===== config.mk =====
export PLATFORM = sky130hd
export DESIGN_NAME = serial_subtractor_flat
export DESIGN_NICKNAME = d
export VERILOG_FILES = /design/src/rtl/serial_subtractor_pkg.sv /design/src/rtl/serial_subtractor_if.sv /design/src/rtl/full_subtractor_using_demux.sv /design/src/rtl/serial_subtractor.sv /design/src/flat_wrapper.sv
export SDC_FILE = /design/constraint.sdc
export NUM_CORES = 1
export LEC_CHECK = 0
export ABC_AREA = 1
export BUFFER_PORTS_ARGS = -buffer_cell sky130_fd_sc_hd__buf_2
export CAP_MARGIN = 0
export CORE_UTILIZATION = 25
export CTS_CLUSTER_SIZE = 25
export DETAILED_ROUTE_END_ITERATION = 12
export SKIP_LAST_GASP = 1
export SLEW_MARGIN = 20
export SYNTH_ARGS = -nofsm -noshare
export SYNTH_HDL_FRONTEND = slang
export SYNTH_SLANG_ARGS = --single-unit

===== constraint.sdc =====
create_clock -name clk -period 1.7 [get_ports clk]
set_clock_uncertainty 0.15 [all_clocks]
set_input_delay 0.085 -clock clk [delete_from_list [all_inputs] [get_ports clk]]
set_output_delay 0.085 -clock clk [all_outputs]
set_load 0.03 [all_outputs]

===== src/rtl/serial_subtractor_pkg.sv =====
// rtl/serial_subtractor_pkg.sv - shared FSM encoding and sizing helper for serial_subtractor
// Contents: state_t (ST_IDLE, ST_SHIFT) and clog2(), used to size the bit counter.
package serial_subtractor_pkg;

  typedef enum logic [1:0] {
    ST_IDLE  = 2'd0,
    ST_SHIFT = 2'd1
  } state_t;

  // Bits needed to count 0..value-1 (minimum 1).
  function automatic int clog2(input int value);
    int r;
    r = 1;
    for (int i = 1; i < 31; i++) begin
      if ((1 << i) < value) r = i + 1;
    end
    return r;
  endfunction

endpackage


===== src/rtl/serial_subtractor_if.sv =====
// rtl/serial_subtractor_if.sv - start/done handshake and operand/result bus of serial_subtractor
// master: drives start, a_in, b_in, bin_in; observes busy, done, diff_out, bout_out, ovf_out.
// slave : the subtractor side, directions reversed.
interface serial_subtractor_if #(
  parameter int WIDTH = 8
);

  logic             start;
  logic [WIDTH-1:0] a_in;
  logic [WIDTH-1:0] b_in;
  logic             bin_in;
  logic             busy;
  logic             done;
  logic [WIDTH-1:0] diff_out;
  logic             bout_out;
  logic             ovf_out;

  modport master (
    output start, a_in, b_in, bin_in,
    input  busy, done, diff_out, bout_out, ovf_out
  );

  modport slave (
    input  start, a_in, b_in, bin_in,
    output busy, done, diff_out, bout_out, ovf_out
  );

endinterface


===== src/rtl/full_subtractor_using_demux.sv =====
// rtl/full_subtractor_using_demux.sv - one-bit full subtractor built from a 1-to-8 demux
// Ports: a, b, bin (inputs); diff = a ^ b ^ bin, bout = borrow out of a - b - bin.
module full_subtractor_using_demux (
  input  logic a,
  input  logic b,
  input  logic bin,
  output logic diff,
  output logic bout
);

  logic [2:0] sel;
  logic [7:0] line;

  assign sel = {a, b, bin};

  // Demux a constant 1 onto the minterm line selected by {a, b, bin}.
  always_comb begin
    line      = '0;
    line[sel] = 1'b1;
  end

  // diff is odd parity (minterms 1,2,4,7); borrow when a < b + bin (minterms 1,2,3,7).
  assign diff = line[1] | line[2] | line[4] | line[7];
  assign bout = line[1] | line[2] | line[3] | line[7];

endmodule


===== src/rtl/serial_subtractor.sv =====
// rtl/serial_subtractor.sv - bit-serial A - B - Bin, LSB first, one bit per clock
// Ports: clk, rst_n (sync active-low); bus (slave): start/a_in/b_in/bin_in in,
//        busy/done/diff_out/bout_out/ovf_out out, all outputs registered.
module serial_subtractor
  import serial_subtractor_pkg::*;
#(
  parameter int WIDTH = 8
) (
  input  logic                clk,
  input  logic                rst_n,
  serial_subtractor_if.slave  bus
);

  localparam int            CW   = clog2(WIDTH);
  localparam logic [CW-1:0] LAST = CW'(WIDTH - 1);

  state_t           state_q, state_d;
  logic [CW-1:0]    cnt_q, cnt_d;
  logic [WIDTH-1:0] a_sr_q, a_sr_d;
  logic [WIDTH-1:0] b_sr_q, b_sr_d;
  logic [WIDTH-1:0] r_sr_q, r_sr_d;
  logic             brw_q, brw_d;
  logic             busy_q, busy_d;
  logic             done_q, done_d;
  logic [WIDTH-1:0] diff_q, diff_d;
  logic             bout_q, bout_d;
  logic             ovf_q, ovf_d;

  logic             cell_diff;
  logic             cell_bout;

  full_subtractor_using_demux u_cell (
    .a    (a_sr_q[0]),
    .b    (b_sr_q[0]),
    .bin  (brw_q),
    .diff (cell_diff),
    .bout (cell_bout)
  );

  always_comb begin
    state_d = state_q;
    cnt_d   = cnt_q;
    a_sr_d  = a_sr_q;
    b_sr_d  = b_sr_q;
    r_sr_d  = r_sr_q;
    brw_d   = brw_q;
    busy_d  = busy_q;
    done_d  = 1'b0;
    diff_d  = diff_q;
    bout_d  = bout_q;
    ovf_d   = ovf_q;

    case (state_q)
      ST_IDLE: begin
        if (bus.start) begin
          a_sr_d  = bus.a_in;
          b_sr_d  = bus.b_in;
          brw_d   = bus.bin_in;
          r_sr_d  = '0;
          cnt_d   = '0;
          busy_d  = 1'b1;
          state_d = ST_SHIFT;
        end
      end
      ST_SHIFT: begin
        a_sr_d = a_sr_q >> 1;
        b_sr_d = b_sr_q >> 1;
        r_sr_d = {cell_diff, r_sr_q[WIDTH-1:1]};
        brw_d  = cell_bout;
        cnt_d  = cnt_q + CW'(1);
        if (cnt_q == LAST) begin
          // On the MSB cycle the borrow flop holds the borrow into the MSB,
          // so signed overflow is that value XOR the MSB borrow-out.
          diff_d  = {cell_diff, r_sr_q[WIDTH-1:1]};
          bout_d  = cell_bout;
          ovf_d   = brw_q ^ cell_bout;
          done_d  = 1'b1;
          busy_d  = 1'b0;
          state_d = ST_IDLE;
        end
      end
      default: state_d = ST_IDLE;
    endcase
  end

  always_ff @(posedge clk) begin
    if (!rst_n) begin
      state_q <= ST_IDLE;
      cnt_q   <= '0;
      a_sr_q  <= '0;
      b_sr_q  <= '0;
      r_sr_q  <= '0;
      brw_q   <= 1'b0;
      busy_q  <= 1'b0;
      done_q  <= 1'b0;
      diff_q  <= '0;
      bout_q  <= 1'b0;
      ovf_q   <= 1'b0;
    end else begin
      state_q <= state_d;
      cnt_q   <= cnt_d;
      a_sr_q  <= a_sr_d;
      b_sr_q  <= b_sr_d;
      r_sr_q  <= r_sr_d;
      brw_q   <= brw_d;
      busy_q  <= busy_d;
      done_q  <= done_d;
      diff_q  <= diff_d;
      bout_q  <= bout_d;
      ovf_q   <= ovf_d;
    end
  end

  assign bus.busy     = busy_q;
  assign bus.done     = done_q;
  assign bus.diff_out = diff_q;
  assign bus.bout_out = bout_q;
  assign bus.ovf_out  = ovf_q;

endmodule


===== src/flat_wrapper.sv =====
// flat-port wrapper written by rule: the top's interface ports become plain ports
module serial_subtractor_flat import serial_subtractor_pkg::*;
#(
  parameter int WIDTH = 8
)
  (clk, rst_n, bus_start, bus_a_in, bus_b_in, bus_bin_in, bus_busy, bus_done, bus_diff_out, bus_bout_out, bus_ovf_out);
  serial_subtractor_if #(.WIDTH(WIDTH)) bus_i ();
  input  logic clk;
  input  logic rst_n;
  input wire logic [$bits(bus_i.start)-1:0] bus_start;
  input wire logic [$bits(bus_i.a_in)-1:0] bus_a_in;
  input wire logic [$bits(bus_i.b_in)-1:0] bus_b_in;
  input wire logic [$bits(bus_i.bin_in)-1:0] bus_bin_in;
  output wire logic [$bits(bus_i.busy)-1:0] bus_busy;
  output wire logic [$bits(bus_i.done)-1:0] bus_done;
  output wire logic [$bits(bus_i.diff_out)-1:0] bus_diff_out;
  output wire logic [$bits(bus_i.bout_out)-1:0] bus_bout_out;
  output wire logic [$bits(bus_i.ovf_out)-1:0] bus_ovf_out;
  assign bus_i.start = bus_start;
  assign bus_i.a_in = bus_a_in;
  assign bus_i.b_in = bus_b_in;
  assign bus_i.bin_in = bus_bin_in;
  assign bus_busy = bus_i.busy;
  assign bus_done = bus_i.done;
  assign bus_diff_out = bus_i.diff_out;
  assign bus_bout_out = bus_i.bout_out;
  assign bus_ovf_out = bus_i.ovf_out;
  serial_subtractor #(.WIDTH(WIDTH)) u_core (.clk(clk), .rst_n(rst_n), .bus(bus_i));
endmodule

After elaboration in Yosys (flattened, before gate mapping):

Index checks and enable logic that the tools add are counted.

* bits in registers: 42
* input bits: 20

* add/sub/neg operators: 1
* $lt $le $gt $ge: 2
* eq/ne operators: 4
* multiplexer cells: 19
* bitwise logic cells: 6
* reduce and logical (&&, ||, !) cells: 8

Operator list (number)
* $pmux 8 s2: 3
* $mux 8: 3
* $reduce_and 2->1: 4
* $pmux 3 s2: 1
* $mux 1: 5
* $or 1x1->1: 5
* $lt 3x4->1 const B: 1
* $mux 2: 2
* $pmux 1 s2: 2
* $pmux 2 s2: 1
* $add 3x1->3 const B: 1
* $demux 1 s3: 1
* $eq 3x3->1 const B: 1
* $ge 3x1->1 const B: 1
* $mux 3: 1
* $reduce_and 3->1: 1
* $eq 2x1->1 const B: 1
* $logic_not 2->1: 1
* $ne 2x1->1 const B: 1
* $ne 2x2->1 const B: 1
* $reduce_bool 2->1: 1
* $logic_and 1x1->1: 1
* $xor 1x1->1: 1

Depth between registers and ports, before layout:

Gate-level depths: netlist of run 1.

* depth after elaboration: 8
* mapped depth: 8
* gate-level depth less buffers: 8

By module:

A second synthesis of run 1 with hierarchy kept.

* cells, all modules: 222
* area total of the unflattened synthesis: 1632.8 um^2

Modules (own cells, without submodules)
* serial_subtractor: instances 1, cells each 219, area each 1605.3 um^2, sequential area each 780.7 um^2
* full_subtractor_using_demux: instances 1, cells each 3, area each 27.5 um^2, sequential area each 0.0 um^2

Worst setup path before layout of run 1:

No wires, ideal clock.

* kind: reg-to-reg
* start: register u_core.a_sr_q[0]
* end: register u_core.r_sr_q[7]
* data arrival time: 1.224 ns
* data required time: 1.484 ns
* path slack: 0.260 ns
* cell stages (with the launch flop): 5
* clock period less this slack: 1.440 ns
* cell sequence: dfxtp_1 -> inv_1 -> fa_1 -> or2_2 -> a21oi_2

* word-level cells in the longest chain between the ends: 8
* elaborated cells between the ends (all ways): 9
* those cells by class: order compare: 2; mux: 3; bitwise: 3; reduce/logical: 1

Ends and longest elaborated chain
* start, declared: RTL line serial_subtractor.sv:19 `logic [WIDTH-1:0] a_sr_q, a_sr_d;`
* start signal, assigned: RTL line serial_subtractor.sv:102 `a_sr_q <= a_sr_d;`
* $lt 3x4->1 (not written as such) / $ge 3x1->1 (equally long branches): RTL line full_subtractor_using_demux.sv:19 `line[sel] = 1'b1;`
* $logic_and 1x1->1 (not written as such): RTL line full_subtractor_using_demux.sv:19
* $mux 1 (not written as such): RTL line full_subtractor_using_demux.sv:19
* $demux 1 s3 *: RTL line full_subtractor_using_demux.sv:19
* $or 1x1->1 (2 in series): RTL line full_subtractor_using_demux.sv:23 `assign diff = line[1] | line[2] | line[4] | line[7];`
* $or 1x1->1 *: RTL line full_subtractor_using_demux.sv:23
* $pmux 8 s2 *: RTL line serial_subtractor.sv:53 `case (state_q)`
* end signal, assigned: RTL line serial_subtractor.sv:104 `r_sr_q <= r_sr_d;`
* end, declared: RTL line serial_subtractor.sv:21 `logic [WIDTH-1:0] r_sr_q, r_sr_d;`

Every way passes the cells marked *; elsewhere a longest branch is shown, timed or not.
A chain may end at the register's enable or synchronous reset.

Worst setup path in the final report of run 1:

Ends and elaborated chain as after synthesis.

==> impl_metrics.csv, run 1 <==
group,metric,value,unit
logic_synthesis,ys_types,19,
cells_and_area,antennaDiodeCount,0,
logic_synthesis,synth_top_area_share,47.93,%
cells_and_area,fillers,691,
floorplan,die_h,82.73,um
detailed_routing,via_per_inst,4.162,
clocking,clockRootBuffer,"clkbuf_8",
floorplan,row_count,29,
detailed_routing,postRouteAntennaNets,0,
logic_synthesis,synth_area_leader_cell,"dfxtp_1",
logic_synthesis,synth_cells,220,
logic_synthesis,yosys_warnings,0,
detailed_routing,post_drt_wl_per_cell,9.506,um
grt,grt_max_degree,29,
logic_synthesis,ys_seq_area_share,47.93,%
detailed_routing,drt_pre_antenna_iters,4,
sta,final_hold_viol_count,0,
detailed_routing,vias,1440,
detailed_routing,wirelength,3289,um
worst_setup_path,arrival,1.56,ns
floorplan,core,6314,um2
logic_synthesis,syn_area_per_cell,7.405,um2
sta,setup_violations,0,
floorplan,start_util,25.80,%
detailed_routing,first_iter_violations,67,
detailed_routing,remaining_drc_errors,0,
pwr,p_leak,1.061,nW
placed_design,dp_hpwl,2239,um
clocking,ctsResizeCount,0,
clocking,clockBufferDepth,2,
sta,finalCritPeriodShare,87.77,%
cells_and_area,synthToLayoutAreaGrowth,29.57,%
cells_and_area,finalInstanceArea,2111,um2
cells_and_area,layout.nets,291,
sta,finalMaxSlewViolations,0,
worst_setup_path,critical_path_class,"reg -> reg",
worst_setup_path,cp_max_fo,2,
pwr,ir_drop,0.0003332,V
placed_design,place_congestion,0.7287,
floorplan,pin_count,32,
placed_design,io_buffers,31,
cells_and_area,seq_area,780.7,um2
hold_path,hold_path_class,"in -> reg",
logic_synthesis,synthesis.area,1629,um2
sta,fmax,670.2,MHz
clocking,cts-buffers-inserted,5,
logic_synthesis,ys_seq_elements,39,
grt,antenna_found_initial,0,
grt,grt_usage,10.74,%
cells_and_area,multi_input_area,684.4,um2
grt,grt_pass1_vias,1284,
floorplan,die-area,6843,um2
sta,worstMarginPinSlew,0.3919,ns
logic_synthesis,synth_area_leaders,"dfxtp_1 (48%), nand2_1 (22%), nand3_1 (9.2%)",
logic_synthesis,syn-num-nets,243,
status,status,"finished clean",
worst_setup_path,cp-start-kind,"flip-flop",
clocking,htreeDepth,2,
worst_setup_path,end_kind,"flip-flop",
clocking,clkTransAtPathRegs,0.07,ns
clocking,numClockSinks,39,
sta,rsz0062_at_grt,"no",
cells_and_area,drive_above_1_share,18.96,%
pwr,p_total,1.954,mW
sta,max_slew_margin,73.88,%
placed_design,dpl_cell_area,1833,um2
grt,grt_overflow_total,0,
sta,layout_min_cycle_time,1.492,ns
clocking,clock_latency,0.28,ns
run,maxCapViolations,0,
grt,grt_pass1_wl,5602,um
worst_setup_path,required,1.77,ns
sta,finalSetupTns,0,ns
clocking,cts_tree,"built",
floorplan,die_x,82.73,um
pwr,power_density,925.8,nW/um2
==> per-stage QoR <==
step	cells	hold slack, ns	setup WS (ns)	utilization, %
finish	346	0.002455	0.2080	33.43
floorplan	220	0.07758	0.2603	-
global placement	322	0.1965	0.2349	29.03
detailed placement	322	0.2053	0.2250	29.03
global route	346	0.02866	0.1134	33.43
CTS	346	0.0005525	0.2029	33.43
==> logic make-up (layout without fill, tap and decap cells) <==
| kind of cell | Yosys count | in the layout | synth area share, % |
|---|---|---|---|
| AND/OR/NAND/NOR | 131 | 131 | 34.18 |
| flip-flops | 39 | 39 | 47.93 |
| buffers and inverters | 32 | 81 | 10.06 |
| AO/OA/AOI/OAI | 14 | 14 | 4.531 |
| adder cells (fa/ha/maj) | 3 | 3 | 2.765 |
| XOR/XNOR | 1 | 1 | 0.5377 |
==> worst paths after layout <==
path,start,endpoint,slack [ns],depth (start not counted)
max,u_core.a_sr_q[0],u_core.r_sr_q[7],0.21,4
min,bus_bin_in,u_core.brw_q,0.002,5
max reg2reg,u_core.a_sr_q[0],u_core.r_sr_q[7],0.21,4
min reg2reg,u_core.bus.diff_out[1],u_core.bus.diff_out[1],0.30,2
==> cells in the mapped netlist (all sizes together) <==
cell type,number
inv,21
nor3,1
nand3,30
nand2,94
dfxtp,39
nor2,5
o21ai,2
ha,2
xnor2,1
fa,1
or2,1
buf,11
a21oi,12
==> power by group <==
group	internal, mW	switching, mW
combinational	0.0940	0.109
sequential	0.943	0.0206
clock	0.475	0.313
==> layout by cell type, fill, tap and decap left out <==
master,n
nor3_1,1
nand3_1,30
o21ai_0,2
xnor2_1,1
or2_2,1
nor2_4,1
inv_2,3
nand2_1,94
buf_2,31
clkbuf_8,6
a21oi_2,1
nor2_8,1
inv_1,18
clkinv_2,1
dfxtp_1,39
nor2_1,3
dlygate4sd3_1,16
buf_4,5
ha_1,2
bufinv_16,1
fa_1,1
a21oi_1,11
==> registers in the layout, indices dropped and copies added (netlist names) <==
| name | cells |
|---|---|
| u_core.a_sr_q | 8 |
| u_core.b_sr_q | 8 |
| u_core.bus.diff_out | 8 |
| u_core.r_sr_q | 7 |
| u_core.cnt_q | 3 |
| u_core.brw_q | 1 |
| u_core.bus.bout_out | 1 |
| u_core.bus.busy | 1 |
| u_core.bus.done | 1 |
| u_core.bus.ovf_out | 1 |
==> layer usage <==
metal	vias to the layer above	wire, um	global-route usage, %	part of all wire, %
met4	0	48	4.138	1.5
met2	22	1453	17.87	44
met5	-	0	0	0
li1	776	-	-	-
met3	4	136	2.747	4.1
met1	638	1651	13.18	50
==> worst max-delay path, stage by stage, from the launching register on <==
cell     delay, ns
dfxtp_1       0.33
inv_1         0.06
fa_1          0.47
or2_2         0.31
a21oi_2       0.11
==> repair_timing <==
action / CTS / global route
hold buffers: 16 / 0
hold endpoints to repair: 16 / 0
buffers inserted: 0 / 0
==> layout make-up <==
| type | count | share of cell area (%) |
|---|---|---|
| multi-input cells | 149 | 32.42 |
| inverters | 21 | 3.734 |
| clock buffers | 6 | 3.912 |
| repair buffers | 52 | 16.72 |
| flip-flops and latches | 39 | 36.99 |
| clock inverters | 2 | 1.660 |
| well taps | 77 | 4.564 |
Power figures use the tool's default switching activity.
==> inputs of run 2 (changes only) <==
--- a/config.mk
+++ b/config.mk
@@ -15,4 +15,5 @@
 export SLEW_MARGIN = 20
 export SYNTH_ARGS = -nofsm -noshare
 export SYNTH_HDL_FRONTEND = slang
+export SYNTH_HIERARCHICAL = 1
 export SYNTH_SLANG_ARGS = --single-unit
==> constraint.sdc (replaced) <==
create_clock -name clk -period 1.54 [get_ports clk]
set_clock_uncertainty 0.15 [all_clocks]
set_input_delay 0.077 -clock clk [delete_from_list [all_inputs] [get_ports clk]]
set_output_delay 0.077 -clock clk [all_outputs]
set_load 0.03 [all_outputs]
==> impl_metrics.csv, run 2 <==
group,metric,value,unit
worst_setup_path,reg2reg_from,"u_core/cnt_q[0]",
logic_synthesis,synthesis.area,1633,um2
cells_and_area,final_common_cell,"nand2_1",
clocking,cts-buffers-inserted,5,
detailed_routing,via_per_inst,4.183,
cells_and_area,final_cell_mix,"nand2_1 (97), dfxtp_1 (38), buf_2 (31), nand3_1 (30), inv_1 (19)",
detailed_routing,drt_pre_antenna_iters,4,
worst_setup_path,required,1.62,ns
sta,worstMarginPinSlew,0.3463,ns
worst_setup_path,r2r-end,"u_core/bus.bout_out",
sta,final_hold_viol_count,0,
sta,finalSetupTns,0,ns
worst_setup_path,cp_max_fo,3,
floorplan,die_x,82.82,um
worst_setup_path,cp-start-kind,"flip-flop",
grt,grt_overflow_total,0,
logic_synthesis,ys_types,18,
status,status,"finished clean",
detailed_routing,postRouteAntennaNets,0,
sta,timing.hold.ws,0.1401,ns
placed_design,io_buffers,31,
pwr,power_density,901.8,nW/um2
logic_synthesis,yosys_warnings,6,
worst_setup_path,critPathCapture,"u_core/bus.bout_out",
detailed_routing,remaining_drc_errors,0,
logic_synthesis,synth_cells,222,
clocking,cts_tree,"built",
cells_and_area,finalInstanceArea,2173,um2
detailed_routing,vias,1489,
cells_and_area,synthToLayoutAreaGrowth,33.10,%
logic_synthesis,synth_edf_count,0,
cells_and_area,fillers,707,
logic_synthesis,syn-num-nets,245,
floorplan,pin_count,32,
grt,grt_pass1_wl,6272,um
logic_synthesis,synth_area_leader_cell,"dfxtp_1",
logic_synthesis,async_flop_share,0,%
detailed_routing,first_iter_violations,63,
placed_design,dp_hpwl,2311,um
sta,fmax,710.5,MHz
logic_synthesis,synthFlopType,"dfxtp_1",
grt,antenna_found_initial,0,
detailed_routing,wirelength,3462,um
pwr,p_leak,1.102,nW
logic_synthesis,synth_top_area_share,47.82,%
grt,grt_usage,11.04,%
sta,rsz0062_at_grt,"no",
floorplan,row_count,29,
sta,max_slew_margin,76.88,%
hold_path,hold_path_class,"in -> reg",
logic_synthesis,ys_top_cells_by_count,"nand2_1 (97), dfxtp_1 (39), nand3_1 (30), inv_1 (19), a21oi_1 (10)",
sta,layout_min_cycle_time,1.407,ns
clocking,clockBufferDepth,2,
grt,grt_max_degree,17,
sta,finalCritPeriodShare,91.39,%
clocking,htreeDepth,2,
placed_design,place_congestion,0.7388,
pwr,ir_drop,0.0003708,V
logic_synthesis,ys_seq_elements,39,
floorplan,die_h,82.82,um
pwr,p_seq_share,54.3,%
logic_synthesis,syn_area_per_cell,7.355,um2
worst_setup_path,reg2reg_depth,8,
grt,grt_pass1_vias,1466,
sta,finalMaxSlewViolations,0,
logic_synthesis,yosys.cell_count.top_type,"nand2_1",
clocking,clkTransAtPathRegs,0.07,ns
worst_setup_path,end_kind,"flip-flop",
worst_setup_path,critPathLaunch,"u_core/cnt_q[0]",
pwr,p_switching,0.4751,mW
pwr,p_total,1.960,mW
detailed_routing,post_drt_wl_per_cell,9.725,um
floorplan,die-area,6858,um2
placed_design,dpl_cell_area,1883,um2
logic_synthesis,ys_seq_area_share,47.82,%
pwr,clkPwrFrac,32.7,%
pwr,internal_power,1.485,mW
logic_synthesis,synth_area_leaders,"dfxtp_1 (48%), nand2_1 (22%), nand3_1 (9.2%)",
clocking,numClockSinks,39,
pwr,combPwrFrac,12.9,%
worst_setup_path,critical_path_class,"reg -> reg",
floorplan,start_util,25.86,%
sta,setup_violations,0,
clocking,clock_latency,0.28,ns
floorplan,core,6314,um2
cells_and_area,layout.nets,301,
worst_setup_path,arrival,1.49,ns
pwr,swShare,24.24,%
cells_and_area,antennaDiodeCount,0,
cells_and_area,drive_above_1_share,20.07,%
run,maxCapViolations,0,
worst_setup_path,r2r_slack,0.13,ns
clocking,clockRootBuffer,"clkbuf_8",
[run 2: cell types whose count changed after synthesis, sizes merged]
| cell | before | now |
|---|---|---|
| nand2 | 94 | 97 |
| inv | 21 | 22 |
| o21ai | 2 | 1 |
| or2 | 1 | 0 |
[run 2: area by class of cell]
class / instances / area, um2 / area share, %
flip-flops and latches: 39 / 782.0 / 35.98
well taps: 77 / 96.34 / 4.433
clock buffers: 7 / 76.32 / 3.512
clock inverters: 1 / 5.005 / 0.2303
multi-input cells: 150 / 688.2 / 31.66
repair buffers: 60 / 442.9 / 20.38
inverters: 22 / 82.58 / 3.800
[run 2: kinds of logic (layout without fill, tap and decap cells)]
kind of cell,Yosys count,count (layout),share of synthesized area [%]
compound gates,13,13,4.444
xor+xnor,1,1,0.5365
simple gates,133,133,34.41
flops,39,39,47.82
buf+inv,33,90,10.04
fa+ha+maj,3,3,2.758
[run 2: per-stage QoR]
stage	cells	setup WS (ns)	utilization [%]
floorplan	222	0.1600	-
global placement	328	0.1728	29.83
detailed placement	328	0.1389	29.83
CTS	354	0.03793	33.97
global route	356	0.01459	34.42
finish	356	0.1326	34.42
[run 2: what timing repair did]
action | in CTS | in global routing
setup buffers | 0 | 2
setup endpoints to repair | 0 | 3
hold buffers | 18 | 0
endpoints found under the hold margin | 18 | 0
gates resized for setup | 0 | 1
[run 2: how the worst min path moves through the flow]
stage                 from  slack, ns  cells after the start          endpoint
2_1_floorplan  bus_a_in[7]       0.08                      2  u_core/a_sr_q[7]
3_3_place_gp         rst_n       0.18                      3      u_core/brw_q
3_5_place_dp         rst_n       0.18                      3      u_core/brw_q
4_1_cts          bus_start       0.13                      5  u_core/b_sr_q[7]
5_1_grt          bus_start       0.18                      3   u_core/bus.busy
6_report         bus_start       0.14                      5  u_core/b_sr_q[7]
[run 2: worst max-delay path, cell delays in order, from the launching register on]
cell and delay (ns):
dfxtp_1 0.32, ha_1 0.20, ha_1 0.17, nand2_1 0.07
inv_2 0.05, nor2_4 0.15, buf_4 0.14, nand2_1 0.04
nand2_1 0.06
[run 2: power by group through the flow]
stage,clock (mW),sequential [mW],combinational [mW]
3_3_place_gp,0,1.09,0.212
4_1_cts,0.682,1.06,0.249
5_1_grt,0.728,1.07,0.289
3_5_place_dp,0,1.09,0.214
6_report,0.642,1.06,0.254
2_1_floorplan,0,1.08,0.152
[run 2: metal layers]
metal	wire (um)	vias up	GRT usage, %	share of wire, %
met5	0	-	0	0
met4	13	0	2.821	0.38
met3	138	2	3.181	4.0
met2	1673	26	19.45	48
met1	1637	666	13.11	47
li1	-	795	-	-
